File: src/rtl/tdm_demux_8.sv
// 8-slot serial TDM demultiplexer with frame_sync hunt/lock and a flywheel
// that rides over up to MISS_LIMIT-1 missing sync pulses.
module tdm_demux_8 #(
    parameter int MISS_LIMIT = 2
) (
    input  logic       clk,
    input  logic       rst_n,
    input  logic       en,
    input  logic       din,
    input  logic       frame_sync,
    output logic [7:0] Y,
    output logic [2:0] sel,
    output logic       locked,
    output logic       frame_valid,
    output logic       sync_err
);

    typedef enum logic {HUNT, LOCK} state_t;

    localparam logic [2:0] MISS_LAST = 3'(MISS_LIMIT - 1);

    state_t     state, state_nxt;
    logic [7:0] shadow, shadow_nxt, y_nxt;
    logic [2:0] sel_nxt, miss, miss_nxt;
    logic       fv_nxt, se_nxt;

    always_ff @(posedge clk or negedge rst_n) begin
        if (!rst_n) begin
            state       <= HUNT;
            shadow      <= 8'h00;
            Y           <= 8'h00;
            sel         <= 3'd0;
            miss        <= 3'd0;
            frame_valid <= 1'b0;
            sync_err    <= 1'b0;
        end else begin
            state       <= state_nxt;
            shadow      <= shadow_nxt;
            Y           <= y_nxt;
            sel         <= sel_nxt;
            miss        <= miss_nxt;
            frame_valid <= fv_nxt;
            sync_err    <= se_nxt;
        end
    end

    always_comb begin
        state_nxt  = state;
        shadow_nxt = shadow;
        y_nxt      = Y;
        sel_nxt    = sel;
        miss_nxt   = miss;
        fv_nxt     = 1'b0;
        se_nxt     = 1'b0;
        if (en) begin
            case (state)
                HUNT: begin
                    if (frame_sync) begin
                        shadow_nxt[0] = din;
                        sel_nxt       = 3'd1;
                        miss_nxt      = 3'd0;
                        state_nxt     = LOCK;
                    end
                end
                LOCK: begin
                    if (frame_sync) begin
                        // A sync anywhere restarts the frame; off-slot-0 also flags an error
                        shadow_nxt[0] = din;
                        sel_nxt       = 3'd1;
                        miss_nxt      = 3'd0;
                        se_nxt        = (sel != 3'd0);
                    end else if (sel == 3'd0) begin
                        if (miss == MISS_LAST) begin
                            state_nxt = HUNT;
                            sel_nxt   = 3'd0;
                            miss_nxt  = 3'd0;
                        end else begin
                            shadow_nxt[0] = din;
                            sel_nxt       = 3'd1;
                            miss_nxt      = miss + 3'd1;
                        end
                    end else if (sel == 3'd7) begin
                        y_nxt   = {din, shadow[6:0]};
                        fv_nxt  = 1'b1;
                        sel_nxt = 3'd0;
                    end else begin
                        shadow_nxt[sel] = din;
                        sel_nxt         = sel + 3'd1;
                    end
                end
            endcase
        end
    end

    assign locked = (state == LOCK);

endmodule

File: config.mk
export PLATFORM = sky130hd
export DESIGN_NAME = tdm_demux_8
export DESIGN_NICKNAME = d
export VERILOG_FILES = /design/src/rtl/tdm_demux_8.sv
export SDC_FILE = /design/constraint.sdc
export NUM_CORES = 1
export LEC_CHECK = 0
export ABC_AREA = 1
export ABC_CLOCK_PERIOD_IN_PS = 2050
export CAP_MARGIN = 20
export CORE_UTILIZATION = 52
export DETAILED_ROUTE_END_ITERATION = 12
export PLACE_DENSITY = 0.79
export SETUP_SLACK_MARGIN = 0.2
export SYNTH_ARGS = -nofsm -noshare
export SYNTH_HDL_FRONTEND = slang
export SYNTH_SLANG_ARGS = --single-unit
File: constraint.sdc
create_clock -name clk -period 2.05 [get_ports clk]
set_input_delay 0.5125 -clock clk [delete_from_list [all_inputs] [get_ports clk]]
set_output_delay 0.5125 -clock clk [all_outputs]
set_load 0.02 [all_outputs]
==> run_results.csv <==
group,metric,value,unit
die,io_pins,19,
power_and_ir_drop,switching_share,28.89,%
synthesis,synth_fp_nets,152,
clock_network,cts_root_buffer,"clkbuf_4",
placement,place.port_buffers,18,
worst_setup_path,required,1.54,ns
die,die_w,50.04,um
timing,min_period,1.790,ns
timing,max_clock_freq,558.7,MHz
drt,drt-total-wl,2180,um
power_and_ir_drop,p_total,1.121,mW
synthesis,synth-seq-area-share,50.05,%
clock_network,cts_resized,4,
worst_setup_path,slowest_stage,"clkdlybuf4s50_1",
final_layout,fill_cells,172,
synthesis,yosysTopAreaCell,"dfrtp_1",
placement,post-dp-hpwl,1656,um
clock_network,cts_hold_buf,0,
synthesis,ys_ff_latch,24,
power_and_ir_drop,internal-power,797.1,uW
timing,setup_violations,0,
worst_setup_path,critical_path_class,"reg2out",
power_and_ir_drop,clock_power_share,30.3,%
timing,hold_viol,0,
final_layout,seq_area,601.8,um2
final_layout,postLayoutCellArea,1495,um2
worst_setup_path,cp_cell_sequence,"clkdlybuf4s50_1",
clock_network,clk_path_buf_depth,2,
final_layout,drive_above_1_share,9.524,%
timing,min_period_over_period,87.31,%
final_layout,instances_no_fill,196,
die,coreArea,2191,um2
clock_network,cts_tree,"built",
final_layout,layout_commonest_cell,"nand2_1",
worst_setup_path,crit_family,"buffers and inverters",
synthesis,synth_area,1200,um2
timing,drv_slew,0,
synthesis,synthFlopType,"dfrtp_1",
power_and_ir_drop,p_seq_share,50.1,%
clock_network,htreeDepth,1,
worst_setup_path,cp-start-kind,"flip-flop",
die,die_area,2504,um2
timing,relSlewSlack,79.73,%
timing,final.setup_skew,0.006657,ns
worst_setup_path,cp.arrival,1.28,ns
synthesis,async_flop_share,100.0,%
drt,wl_per_cell,11.12,um
die,start_util,54.77,%
final_layout,n_antenna_cell,0,
final_layout,fin_nets,177,
power_and_ir_drop,pwr-share-comb,19.5,%
global_route,grtUsageTotal,21.50,%
job,cap_violations,0,
synthesis,synth.distinct_cells,20,
clock_network,cts.sinks,24,
die,die_y,50.04,um
die,num_rows,17,
power_and_ir_drop,p_per_area,749.7,nW/um2
drt,dr_total_vias,975,
placement,place_inst,192,
global_route,grt_pass1_vias,951,
final_layout,final_cell_mix,"nand2_1, dfrtp_1, inv_1",
synthesis,synth.top_cell.area_share,50.05,%
timing,setup_tns,0,ns
drt,detail-route-antenna-nets,0,
synthesis,yosysWarnings,0,
synthesis,synth.avg_cell_area,8.333,um2
final_layout,multiInputGateArea,529.3,um2
synthesis,synth_cells,144,
drt,drc,0,
power_and_ir_drop,peakVddDrop,0.4864,mV
power_and_ir_drop,power.switching,323.9,uW
drt,drt_iter0_drc,33,
clock_network,clock_latency,0.32,ns
worst_setup_path,worstSetupEndpointType,"primary output",
clock_network,cts_setup_buffers,0,
drt,dr.pass1.iters,4,
placement,gp_congestion,0.9452,
global_route,grt_max_degree,25,
outcome,status,"finished clean",
worst_setup_path,cp_max_fo,2,
min_path,hold_path.class,"reg2reg",
power_and_ir_drop,p_leak,0.8572,nW
timing,tightestPinTransition,0.3040,ns
global_route,overflow,0,
global_route,antenna_found_initial,0,
clock_network,cts_made_buffers,3,
timing,rsz0062_at_grt,"false",
clock_network,cts.clk_slew.worst_paths,0.13,ns
final_layout,utilization,68.25,%
worst_setup_path,crit_buf_inv,1,
global_route,grt_pass1_wl,3981,um
synthesis,synth.area.top_cells,"dfrtp_1, nand2_1, inv_1",
worst_setup_path,slowest_delay,0.60,ns
synthesis,synth_edf_count,0,
placement,dpl_cell_area,1430,um2
drt,viasPerCell,4.974,
final_layout,syn2layout_area_growth,24.61,%
[routing by layer]
| layer | global-route usage, % | vias up | share of wire (%) |
|---|---|---|---|
| met5 | 0 | - | 0 |
| met4 | 11.90 | 0 | 2.1 |
| met3 | 3.395 | 6 | 3.7 |
| met2 | 34.89 | 22 | 45 |
| met1 | 27.07 | 438 | 49 |
| li1 | - | 509 | - |
[power groups by stage]
stage               Clock, mW  Combinational, mW  Sequential, mW
floorplan                   0              0.132           0.578
global placement            0              0.219           0.570
detailed placement          0              0.224           0.572
CTS                     0.351              0.220           0.562
global route            0.369              0.249           0.570
finish                  0.340              0.219           0.562
[state kept, by name, summed over array words and instances (netlist names)]
signal	cells
Y	8
frame_valid	1
sync_err	1
locked	1
sel	3
shadow	7
miss	3
[cell families (layout without fill, tap and decap cells)]
group           count (synthesis)  after routing  share of synthesized area [%]
flops                          24             24                          50.05
simple gates                   84             84                          34.10
buf+inv                        18             42                          6.048
xor+xnor                        1              1                         0.7301
fa+ha+maj                       3              3                          3.129
compound gates                 14             14                          5.944
[per-stage QoR]
step                setup slack, ns  hold WS, ns
finish                       0.2602       0.4825
global route                 0.2162       0.5091
CTS                         0.09858       0.4882
detailed placement           0.1031       0.4573
global placement             0.1512       0.4568
floorplan                    0.3187       0.2169
[synth_stat cells, types with 2 or more instances]
master and number:
nand2_1 54, dfrtp_1 24, inv_1 16, nand3_1 11
o21ai_0 9, nor2_1 8, ha_1 3, nand4_1 3
a21oi_1 2, nor2_4 2, nor2_8 2, o21ai_1 2
[final timing paths]
kind / startpoint / to / slack [ns] / cells past startpoint
max: Y[6] / Y[6] / 0.26 / 1
min: shadow[4] / Y[4] / 0.48 / 2
max reg2reg: sel[0] / shadow[5] / 0.45 / 10
min reg2reg: shadow[4] / Y[4] / 0.48 / 2
max in group asynchronous: rst_n / sel[2] / 1.27 / 2
min in group asynchronous: rst_n / shadow[1] / 0.54 / 2
[cell type report]
type | count | share of cell area (%)
Clock buffer | 3 | 1.506
Inverter | 18 | 4.854
Multi-Input combinational cell | 102 | 35.40
Timing Repair Buffer | 20 | 13.64
Tap cell | 28 | 2.343
Clock inverter | 1 | 2.008
Sequential cell | 24 | 40.25
Power figures use the tool's default switching activity.
